### src/rtl/pixel_clip_fifo_if.sv
// rtl/pixel_clip_fifo_if.sv - drawer-side and adapter-side pixel handshake bundle
interface pixel_clip_fifo_if;
  logic [8:0] in_x;
  logic [7:0] in_y;
  logic [2:0] in_colour;
  logic       in_plot;
  logic       in_ready;
  logic [7:0] vga_x;
  logic [6:0] vga_y;
  logic [2:0] vga_colour;
  logic       vga_plot;
  logic       vga_ready;

  // The clip FIFO itself: consumes drawer pixels, produces adapter writes
  modport slave (
    input  in_x, in_y, in_colour, in_plot, vga_ready,
    output in_ready, vga_x, vga_y, vga_colour, vga_plot
  );

  // Drawer plus adapter seen as one peer
  modport master (
    output in_x, in_y, in_colour, in_plot, vga_ready,
    input  in_ready, vga_x, vga_y, vga_colour, vga_plot
  );
endinterface

### src/rtl/pixel_clip_fifo.sv
// rtl/pixel_clip_fifo.sv - off-screen pixel clipper feeding a FWFT FIFO to the VGA adapter
module pixel_clip_fifo #(
  parameter int SCREEN_W = 160,
  parameter int SCREEN_H = 120,
  parameter int DEPTH    = 16
) (
  input  logic               clk,
  input  logic               rst_n,
  input  logic               clr,
  pixel_clip_fifo_if.slave   pix,
  output logic               idle,
  output logic [15:0]        plot_count,
  output logic [15:0]        clip_count
);
  localparam int            AW      = $clog2(DEPTH);
  localparam logic [AW:0]   LP_FULL = (AW+1)'(DEPTH);
  localparam logic [8:0]    LP_W    = 9'(SCREEN_W);
  localparam logic [7:0]    LP_H    = 8'(SCREEN_H);

  // Entry layout: {x[7:0], y[6:0], colour[2:0]}
  logic [17:0]   r_mem [DEPTH];
  logic [AW-1:0] r_wr_ptr;
  logic [AW-1:0] r_rd_ptr;
  logic [AW:0]   r_count;
  logic [15:0]   r_plot_cnt;
  logic [15:0]   r_clip_cnt;

  logic          w_off;
  logic          w_accept;
  logic          w_push;
  logic          w_pop;
  logic          w_empty;
  logic [17:0]   w_head;

  // A negative coordinate shows up as its sign bit; otherwise the low bits are the magnitude
  assign w_off = pix.in_x[8] | pix.in_y[7]
               | ({1'b0, pix.in_x[7:0]} >= LP_W)
               | ({1'b0, pix.in_y[6:0]} >= LP_H);

  assign pix.in_ready = (r_count != LP_FULL) && !clr;
  assign w_accept     = pix.in_plot && pix.in_ready;
  assign w_push       = w_accept && !w_off;
  assign w_empty      = (r_count == '0);
  // clr wins over a pop in the same cycle
  assign w_pop        = !w_empty && pix.vga_ready && !clr;

  // Head fields are forced to zero while empty so nothing stale is shown after reset
  assign w_head         = r_mem[r_rd_ptr];
  assign pix.vga_plot   = !w_empty;
  assign pix.vga_x      = w_empty ? '0 : w_head[17:10];
  assign pix.vga_y      = w_empty ? '0 : w_head[9:3];
  assign pix.vga_colour = w_empty ? '0 : w_head[2:0];

  assign idle       = w_empty && !w_push;
  assign plot_count = r_plot_cnt;
  assign clip_count = r_clip_cnt;

  // Storage array: written only on an on-screen accept, never reset
  always_ff @(posedge clk) begin
    if (w_push) begin
      r_mem[r_wr_ptr] <= {pix.in_x[7:0], pix.in_y[6:0], pix.in_colour};
    end
  end

  // Pointer and occupancy tracking; push and pop together leave the count unchanged
  always_ff @(posedge clk or negedge rst_n) begin
    if (!rst_n) begin
      r_wr_ptr <= '0;
      r_rd_ptr <= '0;
      r_count  <= '0;
    end else if (clr) begin
      r_wr_ptr <= '0;
      r_rd_ptr <= '0;
      r_count  <= '0;
    end else begin
      if (w_push) begin
        r_wr_ptr <= r_wr_ptr + AW'(1);
      end
      if (w_pop) begin
        r_rd_ptr <= r_rd_ptr + AW'(1);
      end
      if (w_push && !w_pop) begin
        r_count <= r_count + (AW+1)'(1);
      end else if (w_pop && !w_push) begin
        r_count <= r_count - (AW+1)'(1);
      end
    end
  end

  // Saturating plotted/clipped pixel statistics
  always_ff @(posedge clk or negedge rst_n) begin
    if (!rst_n) begin
      r_plot_cnt <= '0;
      r_clip_cnt <= '0;
    end else if (clr) begin
      r_plot_cnt <= '0;
      r_clip_cnt <= '0;
    end else if (w_accept) begin
      if (!w_off && (r_plot_cnt != 16'hFFFF)) begin
        r_plot_cnt <= r_plot_cnt + 16'd1;
      end
      if (w_off && (r_clip_cnt != 16'hFFFF)) begin
        r_clip_cnt <= r_clip_cnt + 16'd1;
      end
    end
  end
endmodule

### src/flat_wrapper.sv
// flat-port wrapper written by rule: the top's interface ports become plain ports
module pixel_clip_fifo_flat 
#(
  parameter int SCREEN_W = 160,
  parameter int SCREEN_H = 120,
  parameter int DEPTH    = 16
)
  (clk, rst_n, clr, idle, plot_count, clip_count, pix_in_x, pix_in_y, pix_in_colour, pix_in_plot, pix_vga_ready, pix_in_ready, pix_vga_x, pix_vga_y, pix_vga_colour, pix_vga_plot);
  pixel_clip_fifo_if pix_i ();
  input  logic clk;
  input  logic rst_n;
  input  logic clr;
  output logic idle;
  output logic [15:0] plot_count;
  output logic [15:0] clip_count;
  input wire logic [$bits(pix_i.in_x)-1:0] pix_in_x;
  input wire logic [$bits(pix_i.in_y)-1:0] pix_in_y;
  input wire logic [$bits(pix_i.in_colour)-1:0] pix_in_colour;
  input wire logic [$bits(pix_i.in_plot)-1:0] pix_in_plot;
  input wire logic [$bits(pix_i.vga_ready)-1:0] pix_vga_ready;
  output wire logic [$bits(pix_i.in_ready)-1:0] pix_in_ready;
  output wire logic [$bits(pix_i.vga_x)-1:0] pix_vga_x;
  output wire logic [$bits(pix_i.vga_y)-1:0] pix_vga_y;
  output wire logic [$bits(pix_i.vga_colour)-1:0] pix_vga_colour;
  output wire logic [$bits(pix_i.vga_plot)-1:0] pix_vga_plot;
  assign pix_i.in_x = pix_in_x;
  assign pix_i.in_y = pix_in_y;
  assign pix_i.in_colour = pix_in_colour;
  assign pix_i.in_plot = pix_in_plot;
  assign pix_i.vga_ready = pix_vga_ready;
  assign pix_in_ready = pix_i.in_ready;
  assign pix_vga_x = pix_i.vga_x;
  assign pix_vga_y = pix_i.vga_y;
  assign pix_vga_colour = pix_i.vga_colour;
  assign pix_vga_plot = pix_i.vga_plot;
  pixel_clip_fifo #(.SCREEN_W(SCREEN_W), .SCREEN_H(SCREEN_H), .DEPTH(DEPTH)) u_core (.clk(clk), .rst_n(rst_n), .clr(clr), .pix(pix_i), .idle(idle), .plot_count(plot_count), .clip_count(clip_count));
endmodule
### config.mk
export PLATFORM = sky130hd
export DESIGN_NAME = pixel_clip_fifo_flat
export DESIGN_NICKNAME = d
export VERILOG_FILES = /design/src/rtl/pixel_clip_fifo_if.sv /design/src/rtl/pixel_clip_fifo.sv /design/src/flat_wrapper.sv
export SDC_FILE = /design/constraint.sdc
export NUM_CORES = 1
export LEC_CHECK = 0
export CORE_ASPECT_RATIO = 0.6
export CORE_MARGIN = 4
export CORE_UTILIZATION = 45
export DETAILED_ROUTE_END_ITERATION = 7
export HOLD_SLACK_MARGIN = 0.06
export PLACE_DENSITY = 0.68
export SLEW_MARGIN = 20
export SYNTH_ARGS = -nofsm -noshare
export SYNTH_HDL_FRONTEND = slang
export SYNTH_SLANG_ARGS = --single-unit
### constraint.sdc
create_clock -name clk -period 8.7 [get_ports clk]
set_input_delay 1.74 -clock clk [delete_from_list [all_inputs] [get_ports clk]]
set_output_delay 1.74 -clock clk [all_outputs]
set_load 0.01 [all_outputs]
# After elaboration in Yosys (flattened, before gate mapping)
# Memory sizes are Yosys's and may differ from the RTL's.
# Index checks and enable logic that the tools add are counted.
op_classes:
  addsub: 6
  bitwise_logic: 3
  n_mux: 18
  n_reduce_logical: 24
  eq_ne: 3
  magnitude_cmp: 2
op_table:
  columns: ["operator", "count"]
  rows:
  - ["two-way mux 16 bit", 6]
  - ["adder 16 x 1 -> 16 bit, second input constant", 2]
  - ["!= test 16 bit, second input constant", 2]
  - ["two-way mux 4 bit", 4]
  - ["two-way mux 5 bit", 3]
  - ["logical AND 1 bit", 10]
  - ["nonzero test 2 bit", 5]
  - ["adder 4 x 1 -> 4 bit, second input constant", 2]
  - [">= comparator 8 bit, second input constant", 1]
  - ["two-way mux 8 bit", 1]
  - [">= comparator 7 bit, second input constant", 1]
  - ["two-way mux 7 bit", 1]
  - ["adder 5 x 1 -> 5 bit, second input constant", 1]
  - ["zero test 1 bit", 5]
  - ["zero test 5 bit", 1]
  - ["!= test 5 bit, second input constant", 1]
  - ["subtractor 5 x 1 -> 5 bit, second input constant", 1]
  - ["AND reduction 2 bit", 2]
  - ["two-way mux 3 bit", 1]
  - ["OR 1 bit", 3]
  - ["nonzero test 3 bit", 1]
  - ["two-way mux 1 bit", 2]
totals:
  ff_bits: 45
  inputBits: 25
  mem_count: 1
  out_inout_bits: 53
  elab_cells: 62
  mem_bits_rw: 288
mem_list:
  columns: ["name", "words", "word_bits", "rd", "rd_ports_with_merged_regs", "wr", "line_no", "rtl"]
  rows:
  - ["u_core.r_mem", 16, 18, 1, 0, 1, "pixel_clip_fifo.sv:21", "logic [17:0] r_mem [DEPTH];"]

# Depth between registers and ports, before layout
# Gate-level depths: netlist of the first run.
depth:
  ltp_word: 10
  mapped_depth: 10
  depth_no_buf: 9

# Worst setup path after synthesis of the first run
# Ideal clock, no wire load.
synth_path:
  path_type: "input port to output port"
  from: "input clr"
  to: "output idle"
  cell_stages: 5
  required_time_ns: 6.960
  path_buffers: 2
  t_arrival_ns: 2.681
  slack_ns: 4.279
  path_cell_list: "clkbuf_1 > nand4b_1 > nor2_1 > clkbuf_1 > nor2_1"
synth_between:
  elab_chain_cells: 6
synth_lines:
  columns: ["element", "line_no", "rtl"]
  rows:
  - ["start, declared", "flat_wrapper.sv:12", "input logic clr;"]
  - ["zero test 1 bit", "pixel_clip_fifo.sv:40", "assign pix.in_ready = (r_count != LP_FULL) && !clr;"]
  - ["logical AND 1 bit", "pixel_clip_fifo.sv:40", null]
  - ["logical AND 1 bit", "pixel_clip_fifo.sv:41", "assign w_accept = pix.in_plot && pix.in_ready;"]
  - ["logical AND 1 bit", "pixel_clip_fifo.sv:42", "assign w_push = w_accept && !w_off;"]
  - ["zero test 1 bit", "pixel_clip_fifo.sv:54", "assign idle = w_empty && !w_push;"]
  - ["logical AND 1 bit", "pixel_clip_fifo.sv:54", null]
  - ["end, declared", "flat_wrapper.sv:13", "output logic idle;"]
# Every way passes these cells.

# Worst setup path after layout of the first run
layout_path:
  from: "input pix_in_y[4]"
  to: "output idle"
layout_between:
  elab_chain_cells: 6
layout_lines:
  columns: ["element", "line_no", "rtl"]
  rows:
  - ["start, declared", "flat_wrapper.sv:17", "input wire logic [$bits(pix_i.in_y)-1:0] pix_in_y;"]
  - [">= comparator 7 bit", "pixel_clip_fifo.sv:38", "| ({1'b0, pix.in_y[6:0]} >= LP_H);"]
  - ["OR 1 bit", "pixel_clip_fifo.sv:38", null]
  - ["zero test 1 bit", "pixel_clip_fifo.sv:42", null]
  - ["logical AND 1 bit", "pixel_clip_fifo.sv:42", null]
  - ["zero test 1 bit", "pixel_clip_fifo.sv:54", null]
  - ["logical AND 1 bit", "pixel_clip_fifo.sv:54", null]
# Every way passes these cells.

==> metrics.txt, run 1 <==
first-pass GRT wire length=47830 µm; worst r2r path cells=9; initial core utilization=45.92%; CP top delay family=buffers and inverters; Final ANT Viol Nets=0; RSZ-0062 raised after global routing=false; Synth warnings=0; worst vdd ir=0.1392 mV; Synth async-reset ratio=13.51%; Die Y=143.9 µm; Worst Tran Pin Value=1015 ps; Buf+Inv Stages, Crit Path=3; layout cells sized above 1=13.45%; Synth top area share=62.44%; post-synth net total=875; Power Density=254.4 nW/µm²; core area=30160 µm²; critical path class=input port to output port; root buffer cell=clkbuf_16; Post-synth EDFFs=288; Die X=234.5 µm; Pins Over Slew Limit=0; Area Overhead vs Synth=16.65%; CTS buffer count=31; Distinct cells, synth=57; slowest cell delay on critical path=860 ps; fmax=171.5 MHz; # rows=49; Placement Setup Slack=2891 ps; largest net degree at the start of global routing=56; clk buf depth=3; Via density=5.746; DRC errors left=0; outcome=completed; DRT Pass-1 Iters=5; Top FF cell, synth=edfxtp_1; Clock Latency Late Sink=570 ps; final hold violation count=0; Avg WL per Cell=22.99 µm; IO Port Bufs=77; gp weighted congestion=0.7682; Worst setup SP type=input port; setup bufs post-CTS=0; Synth area leaders=edfxtp_1 62%, dfrtp_1 8.1%, mux4_2 5.9%, mux2i_1 5.3%, a21oi_1 1.6%; Hold Path Cell Cnt=2; Seq/Total Area, Yosys=70.57%; period utilisation layout=67.00%; Max FO, Critical Path=17; skew final=17.33 ps; Total Wirelength=31260 µm; Total Negative Setup Slacks=0 ps; post-synthesis cell count=838; initial drt markers=594; Post-CTS Hold Fix Bufs=0; Req. time, crit path=6960 ps; Min Clock Period, post-route=5829 ps; Yosys reg bits=333; I/O Pins=78; Hold/Removal Path Class=register to register; Post-CTS Resized=0; vias in the first global route=7626; Slew HR=32.36%; antenna violations before repair=2; Leakage Power=5.189 nW; # diodes=0; Max Cap Viol=0; clock slew seen by the registers of the worst setup and hold paths=60 ps; Vias=7814; HPWL after DPL=18320 µm; CTS tree=done; Worst EP arrival=4090 ps; Levels on crit path=7; Max H-tree Level=1; most frequent cells in the layout=288 x edfxtp_1, 75 x clkdlybuf4s50_1, 74 x mux2i_1; Syn Area/Cell=16.53 µm²; Die ar.=33740 µm²; Mapped Area=13850 µm²; most common cell after layout, fill and taps aside=edfxtp_1; CTS Sinks=333; Setup Viol. Count Final=0; total track usage=18.89%; Yosys top cell by area=edfxtp_1; Worst path slowest cell=clkdlybuf4s50_1; crit-path cells=clkdlybuf4s50_1 > nand4_1 > nand4b_1 > nor2_1 > buf_4 > nor2_1 > clkdlybuf4s50_1; post-route setup slack=2871 ps; GRT overflow=0; crit path capture type=output port; nets=965
synthesized netlist by cell type (4+ instances only):
cell type	number
o21ai_1	8
o22ai_1	18
ha_1	11
dfrtp_1	45
nand2b_1	4
and4_1	6
nand4_1	13
o21ai_0	24
mux4_2	36
a21oi_1	45
nor2b_1	4
buf_2	7
xnor2_1	5
nor2_1	25
mux2i_1	74
xor2_1	8
inv_1	5
and3_1	6
or3_1	9
edfxtp_1	288
clkbuf_1	25
buf_4	8
or4_1	12
o31ai_1	12
nand2_1	33
nor3_1	5
and2_1	8
o221ai_1	18
o32a_1	18
nand3_1	20
area by class of cell:
type                       instances  area [µm²]
clock inverter                    23       274.0
inverter                           5       18.77
fill                            2412       14010
timing repair buffer             102       948.4
clock buffer                      34       787.0
sequential                       333        9781
multi-input combinational        455        3837
tap                              408       510.5
layer usage:
layer | GRT usage (%) | vias to the layer above | routed length [µm]
li1 | - | 3569 | -
met1 | 28.00 | 3998 | 14400
met2 | 29.73 | 202 | 14450
met3 | 3.506 | 41 | 1862
met4 | 3.726 | 4 | 524
met5 | 0 | - | 29
worst paths after layout:
path	from	slack, ps	to
max	pix_in_y[4]	2870	idle
max reg2reg	u_core.r_count[0]	5590	u_core.r_count[4]
min	u_core.plot_count[6]	580	u_core.plot_count[6]
max in group asynchronous	rst_n	6950	u_core.r_rd_ptr[0]
min reg2reg	u_core.plot_count[6]	580	u_core.plot_count[6]
min in group asynchronous	rst_n	1260	u_core.plot_count[15]
registers in the layout, indices dropped and copies added, names as in the netlist:
name / flops
u_core.r_mem: 288
u_core.clip_count: 16
u_core.plot_count: 16
u_core.r_count: 5
u_core.r_rd_ptr: 4
u_core.r_wr_ptr: 4
power by group:
part / switching, mW / leakage, nW / internal (mW)
logic: 0.440 / 1.47 / 0.425
registers: 0.0777 / 3.21 / 1.75
clock network: 0.586 / 0.508 / 0.830
per-stage QoR:
stage	cells	util [%]	total power [mW]	instance area [µm²]	hold slack, ps
after floorplan	838	-	2.392	13850	542.5
after global placement	1303	50.05	2.731	15100	551.9
after detailed placement	1303	50.05	2.734	15100	563.7
after CTS	1360	53.56	4.147	16160	576.9
after global routing	1360	53.56	4.281	16160	624.6
final	1360	53.56	4.111	16160	580.4
cell families (layout without fill, tap and decap cells):
kind of cell / Yosys count / count (layout) / share of synthesized area, %
buffers and inverters: 50 / 164 / 1.743
AOI/OAI and AO/OA: 154 / 154 / 7.516
adders and majority gates: 12 / 12 / 1.138
xor gates and xnor gates: 13 / 13 / 0.8220
DFF: 333 / 333 / 70.57
and+or+nand+nor: 163 / 163 / 6.739
muxes: 113 / 113 / 11.47
tightest hold or removal path: stages, from the launching register on:
cell     delay [ps]
dfrtp_1         400
o31ai_1          70
a21oi_1          60
No activity file was read; power rests on OpenSTA's default activity.
==> run 2, diff against run 1 <==
Clock period 8.7 ns to 6.1 ns, I/O delays scaled along.
==> metrics.txt, run 2 (synthesis results as in run 1) <==
outcome=completed; gp weighted congestion=0.7739 (+0.74%); HPWL after DPL=19120 µm (+4.3%); DRC errors left=0 (unchanged); Max Cap Viol=0 (unchanged); Total Wirelength=31560 µm (+0.96%); fmax=200.3 MHz; clk buf depth=3 (unchanged); GRT overflow=0 (unchanged); Min Clock Period, post-route=4991 ps; first-pass GRT wire length=47690 µm (-0.30%); Worst EP arrival=3770 ps (-320 ps); root buffer cell=clkbuf_16; Die ar.=33740 µm² (unchanged); Area Overhead vs Synth=16.99%; Total Negative Setup Slacks=0 ps (unchanged); Avg WL per Cell=23.26 µm (+1.2%); IO Port Bufs=77 (unchanged); Pins Over Slew Limit=0 (unchanged); CTS tree=done; Most flops, register=u_core.r_mem; Via density=5.836 (+1.6%); initial core utilization=45.92% (unchanged); WHS=578.2 ps (-2.280 ps); # diodes=0 (unchanged); max reg flops=288 (unchanged); I/O Pins=78 (unchanged); skew final=11.34 ps (-5.991 ps); largest net degree at the start of global routing=57 (+1.8%); critical path class=register to output port; Worst setup SP type=register; combinational fraction of design power=21.0% (about the same); Max H-tree Level=1 (unchanged); most common cell after layout, fill and taps aside=edfxtp_1; Setup Viol. Count Final=0 (unchanged); Hold/Removal Path Class=register to register; Net Sw Frac=26.04% (-0.81 points); Post-CTS Resized=0 (unchanged); sequential share of power=43.9% (-0.6 points); Slew HR=24.02% (-8.3 points); CTS Sinks=333 (unchanged); nets=964 (-0.10%); setup bufs post-CTS=0 (unchanged); antenna violations before repair=0 (-2); final hold violation count=0 (unchanged); core area=30160 µm² (unchanged); clock network fraction of total power=35.1% (+0.6 points); layout cells sized above 1=13.49% (+0.043 points); CTS buffer count=30 (-3.2%); vias in the first global route=7717 (+1.2%); most frequent cells in the layout=288 x edfxtp_1, 75 x clkdlybuf4s50_1, 74 x mux2i_1; crit path capture type=output port; total track usage=18.78% (-0.11 points); # rows=49 (unchanged); clock slew seen by the registers of the worst setup and hold paths=70 ps (about the same); DRT Pass-1 Iters=6 (+1); Post-CTS Hold Fix Bufs=0 (unchanged); Leakage Power=5.209 nW (+0.38%); Max FO, Critical Path=36 (+19); Vias=7920 (+1.4%); initial drt markers=775 (+30%); Sw Pwr=1.540 mW (+39%); period utilisation layout=81.83%; Req. time, crit path=4880 ps (-2080 ps); Power Internal=4.373 mW (+45%); Final ANT Viol Nets=0 (unchanged); Power Density=364.9 nW/µm² (+43%); Die Y=143.9 µm (unchanged); Clock Latency Late Sink=560 ps (about the same); Worst Tran Pin Value=1137 ps (+122.4 ps); Die X=234.5 µm (unchanged); RSZ-0062 raised after global routing=false; worst vdd ir=0.2698 mV (+94%)
==> run 2: path summary, 6_finish.rpt <==
kind / from / cells after the start / to / slack [ps]
worst max register to register: u_core.r_count[0] / 9 / u_core.r_count[4] / 2850
worst min register to register: u_core.plot_count[6] / 2 / u_core.plot_count[6] / 580
worst min-delay path: u_core.plot_count[6] / 2 / u_core.plot_count[6] / 580
worst max-delay path: u_core.r_rd_ptr[1] / 8 / pix_vga_y[6] / 1110
min in group asynchronous: rst_n / 2 / u_core.plot_count[6] / 750
max in group asynchronous: rst_n / 2 / u_core.r_rd_ptr[0] / 4870
==> run 2: layout make-up <==
type	count	area (µm²)
inverter	5	18.77
sequential	333	9781
multi-input combinational	455	3835
timing repair buffer	102	968.4
tap	408	510.5
clock inverter	18	296.5
clock buffer	36	794.5
fill	2433	13960
==> run 2: power groups by stage <==
stage	logic (mW)	clock network [mW]	registers [mW]
after CTS	1.26	2.11	2.60
final	1.24	2.07	2.60
after detailed placement	1.25	0	2.65
after floorplan	0.837	0	2.57
after global routing	1.33	2.22	2.61
after global placement	1.23	0	2.65
==> run 2: per-layer routing <==
layer	vias up	wire [µm]	GRT usage [%]
li1	3563	-	-
met3	44	2516	4.972
met5	-	0	0
met2	253	13800	27.71
met1	4060	14760	28.65
met4	0	483	3.198
==> run 2: stage by stage <==
stage	setup slack (ps)	std cells	power [mW]	util, %	instance area [µm²]
floorplan	2711	838	3.412	-	13850
global placement	1397	1302	3.881	50.05	15100
detailed placement	1301	1302	3.898	50.05	15100
CTS	1099	1356	5.969	53.67	16190
global route	972.1	1357	6.151	53.72	16200
finish	1109	1357	5.913	53.72	16200
==> run 2: critical path, cell delays in order, from the launching register on <==
cell	delay, ps
dfrtp_2	700
buf_4	450
nand2_1	90
buf_4	320
o221ai_1	410
o32a_1	210
nand2_1	50
a21oi_1	330
clkdlybuf4s50_1	630
==> run 3, diff against run 2 <==
Clock period 6.1 ns to 4.9 ns, I/O delays scaled along.
==> metrics.txt, run 3 (synthesis results as in run 1) <==
Max H-tree Level=1 (unchanged); vias in the first global route=7692 (-0.32%); initial core utilization=45.92% (unchanged); largest net degree at the start of global routing=52 (-8.8%); Placement Setup Slack=577.4 ps (-723.3 ps); Min Clock Period, post-route=4316 ps; Area Overhead vs Synth=16.96% (about the same); fmax=231.7 MHz; CTS tree=done; Max FO, Critical Path=34 (-5.6%); clock slew seen by the registers of the worst setup and hold paths=70 ps (about the same); Post-CTS Hold Fix Bufs=0 (unchanged); Total Wirelength=32200 µm (+2.0%); antenna violations before repair=0 (unchanged); Worst EP arrival=3340 ps (-430 ps); HPWL after DPL=19150 µm (+0.19%); Slew HR=43.27% (+19 points); final hold violation count=0 (unchanged); # rows=49 (unchanged); period utilisation layout=88.07%; CP top delay family=flip-flops; met3 global-route usage=4.358% (-0.61 points); max reg flops=288 (unchanged); M1 GR Usage=30.44% (+1.8 points); DRT Pass-1 Iters=5 (-1); slowest cell delay on critical path=900 ps (+200 ps); critical path class=register to output port; root buffer cell=clkbuf_16; Via density=5.874 (+0.64%); outcome=completed; DRC errors left=0 (unchanged); crit-path cells=buf_4 > mux4_2 > o32a_1 > nand2_1 > a21oi_1 > clkdlybuf4s50_1; Die Y=143.9 µm (unchanged); I/O Pins=78 (unchanged); Pins Over Slew Limit=0 (unchanged); initial drt markers=902 (+16%); most frequent cells in the layout=288 x edfxtp_1, 75 x clkdlybuf4s50_1, 74 x mux2i_1; total power=7.139 mW (+21%); worst vdd ir=0.3115 mV (+15%); Cells after DPL=1313 (+0.84%); # diodes=0 (unchanged); gr busiest metal=met1; Final ANT Viol Nets=0 (unchanged); skew final=11.35 ps (+0.006100 ps); Most flops, register=u_core.r_mem; first-pass GRT wire length=48520 µm (+1.8%); Die X=234.5 µm (unchanged); gp weighted congestion=0.7878 (+1.8%); Post-CTS Resized=0 (unchanged); Buf+Inv Stages, Crit Path=2 (-1); IO Port Bufs=77 (unchanged); Worst Tran Pin Value=850.9 ps (-286.1 ps); Req. time, crit path=3920 ps (-960 ps); CTS Sinks=333 (unchanged); layout cells sized above 1=14.54% (+1.1 points); Worst path slowest cell=dfrtp_4; CTS buffer count=31 (+3.3%); Hold/Removal Path Class=input port to asynchronous set/reset pin; Die ar.=33740 µm² (unchanged); total track usage=19.15% (+0.37 points); Setup Viol. Count Final=0 (unchanged); Max Cap Viol=0 (unchanged); Power Density=440.7 nW/µm² (+21%); post-route setup slack=584.4 ps (-524.3 ps); met2 GRT Util=27.61% (-0.11 points); crit path capture type=output port; setup bufs post-CTS=0 (unchanged); Final Util=53.70% (about the same); Worst setup SP type=register; fin cells=1371 (+1.0%); nets=975 (+1.1%); Leakage Power=5.232 nW (+0.44%); Clock Latency Late Sink=560 ps (about the same); Vias=8053 (+1.7%); Avg WL per Cell=23.48 µm (+0.96%); RSZ-0062 raised after global routing=false; clk buf depth=3 (unchanged); GRT overflow=0 (unchanged); core area=30160 µm² (unchanged); most common cell after layout, fill and taps aside=edfxtp_1; Total Negative Setup Slacks=0 ps (unchanged)
## run 3: cell types whose count changed in the layout (fill, tap and decap cells not counted), moves of 2 or more
cell | before | now
clkinv_4 | 1 | 3
buf_4 | 23 | 32
clkbuf_8 | 0 | 3
bufinv_16 | 8 | 2
clkinv_2 | 5 | 8
buf_12 | 1 | 3
## run 3: worst paths after layout
| check | startpoint | end | slack (ps) | cells after the start |
|---|---|---|---|---|
| setup / recovery | u_core.r_rd_ptr[0] | pix_vga_x[6] | 580 | 6 |
| max in group asynchronous | rst_n | u_core.r_rd_ptr[0] | 3910 | 2 |
| min in group clk | u_core.plot_count[9] | u_core.plot_count[9] | 570 | 2 |
| setup reg to reg | u_core.r_count[0] | u_core.r_count[4] | 1830 | 9 |
| hold reg to reg | u_core.plot_count[9] | u_core.plot_count[9] | 570 | 2 |
| hold / removal | rst_n | u_core.plot_count[5] | 510 | 2 |
## run 3: through the flow
step                      hold slack (ps)  area, µm²
after CTS                           520.3      16200
after detailed placement            562.7      15210
after floorplan                     542.5      13850
after global placement              553.3      15210
final                               513.7      16200
after global routing                567.8      16200
## run 3: routing by layer
metal	wire length, µm	up-vias
li1	-	3598
met1	15360	4123
met2	13900	301
met3	2537	31
met4	401	0
met5	0	-
## run 3: worst register-to-register path, cell delays in order (launching register included)
cell	delay, ps
dfrtp_1	460
or4_4	590
o21ai_2	240
nand3_2	230
fa_1	480
a21o_1	190
a21oi_1	180
nor3_1	70
a2bb2oi_1	180
mux2_1	330
## run 3: final cells by class
class / count / area, µm²
clock buffers: 40 / 839.6
clock inverters: 18 / 153.9
fillers: 2411 / 13960
inverters: 5 / 18.77
multi-input cells: 455 / 3835
flip-flops and latches: 333 / 9781
well taps: 408 / 510.5
repair buffers: 112 / 1061
## run 3: power by group
group	switching [mW]	total (mW)	internal (mW)
combinational	0.780	1.57	0.789
clock	1.01	2.33	1.32
sequential	0.130	3.24	3.11
total	1.92	7.14	5.22
==> RTL edit (settings of run 3) <==
Register the output `plot_count` once more, with the module's reset; this adds one clock of latency there. The other outputs are not delayed to match.
--- a/src/rtl/pixel_clip_fifo.sv
+++ b/src/rtl/pixel_clip_fifo.sv
@@ -53,5 +53,11 @@
 
   assign idle       = w_empty && !w_push;
-  assign plot_count = r_plot_cnt;
+  always_ff @(posedge clk or negedge rst_n) begin
+    if (!rst_n) begin
+      plot_count <= '0;
+    end else begin
+      plot_count <= r_plot_cnt;
+    end
+  end
   assign clip_count = r_clip_cnt;
 
Function: changed (a bounded check fails within 4 cycles, from zero or initial values and one cycle with rst_n low).
==> RTL edit against run 3 <==
  * Cell area up 2.1%
  * Setup slack better by 32 ps
  * Wire length up 0.19%
  * Sequential cell count up 16
  * Worst hold slack worse by 100 ps
  * Count of clock-buffer cells in the layout down 6
  * Total power up 1.9%
  * Synthesized area up 2.3%
  * Via count up 0.15%
  * Highest routed layer unchanged
==> RTL edit: results (changes against run 3) <==
Global route
  • Total GRT Usage: 18.36% (-0.79 points)
  • Grt met1 use: 28.44% (-2.0 points)
  • Met2 usage: 27.83% (+0.22 points)
  • GRT met3 Usage: 2.992% (-1.4 points)
  • Global-route wire length before repair: 48,820 um (+0.61%)
  • Vias in the first global route: 7,828 (+1.8%)

Setup path
  • Worst Setup EP: pix_vga_x[7]
  • CP top delay family: buffers and inverters

Power and ir drop
  • Lkg Pwr: 5.439 nW (+4.0%)
  • Flop pwr share: 45.9% (+0.5 points)
  • Clock group: 2.39 mW (+3%)
  • Worst vdd ir: 241.5 uV (-22%)

Final layout
  • Area of the multi-input gates: 3759 um2 (-2.0%)
  • Layout net count: 1,001 (+2.7%)
  • Layout cells sized above 1: 13.69% (-0.85 points)
  • Multi-In Gates: 456 (+0.22%)
  • Storage cell area: 10,180 um2 (+4.1%)
  • FILL cells: 2,396 (-0.62%)

Drt
  • Drt via density: 5.786 (-1.5%)
  • Routed wire length: 32,260 um (+0.19%)
  • Initial drt markers: 789 (-13%)
  • Met2 WL: 14,490 um (+4.2%)

Yosys
  • Post-synth ARST share: 17.48% (+4.0 points)
  • Yosys cell types: 55 (-3.5%)
  • Main area contributors after synthesis: edfxtp_1 (61%), dfrtp_1 (11%), mux4_2 (5.7%)
  • Post-synthesis adder-cell area fraction: 1.113% (-0.025 points)
  • Top post-synthesis cells by count: edfxtp_1 (288), mux2i_1 (73), dfrtp_1 (61), a21oi_1 (43)
  • Post-synthesis mux area share: 11.04% (-0.43 points)

Placement
  • Hpwl dp: 19,130 um (about the same)

Timing
  • Final WS setup: 616.7 ps (+32.30 ps)

Outcome
  • Run status: finished, final reports clean
RTL edit: cell types whose count changed after synthesis, moves of 3 or more:
cell / run 3 / this run
dfrtp_1: 45 / 61
o21ai_0: 24 / 34
buf_4: 8 / 0
buf_2: 7 / 14
o21ai_1: 8 / 2
inv_1: 5 / 10
nor2_1: 25 / 29
or4_1: 12 / 8
nand2_1: 33 / 36
o31ai_1: 12 / 9
or4_4: 3 / 0
RTL edit: per-stage QoR:
| step | total power [mW] | utilization, % | instance area, um2 | hold WS (ps) | std cells |
|---|---|---|---|---|---|
| 2_1_floorplan | 4.313 | - | 14160 | 382.6 | 860 |
| 3_3_place_gp | 4.949 | 51.04 | 15550 | 406.3 | 1339 |
| 3_5_place_dp | 4.956 | 51.04 | 15550 | 411.4 | 1339 |
| 4_1_cts | 7.345 | 54.31 | 16550 | 417.2 | 1394 |
| 5_1_grt | 7.581 | 54.31 | 16550 | 445.6 | 1394 |
| 6_report | 7.274 | 54.31 | 16550 | 413.0 | 1394 |
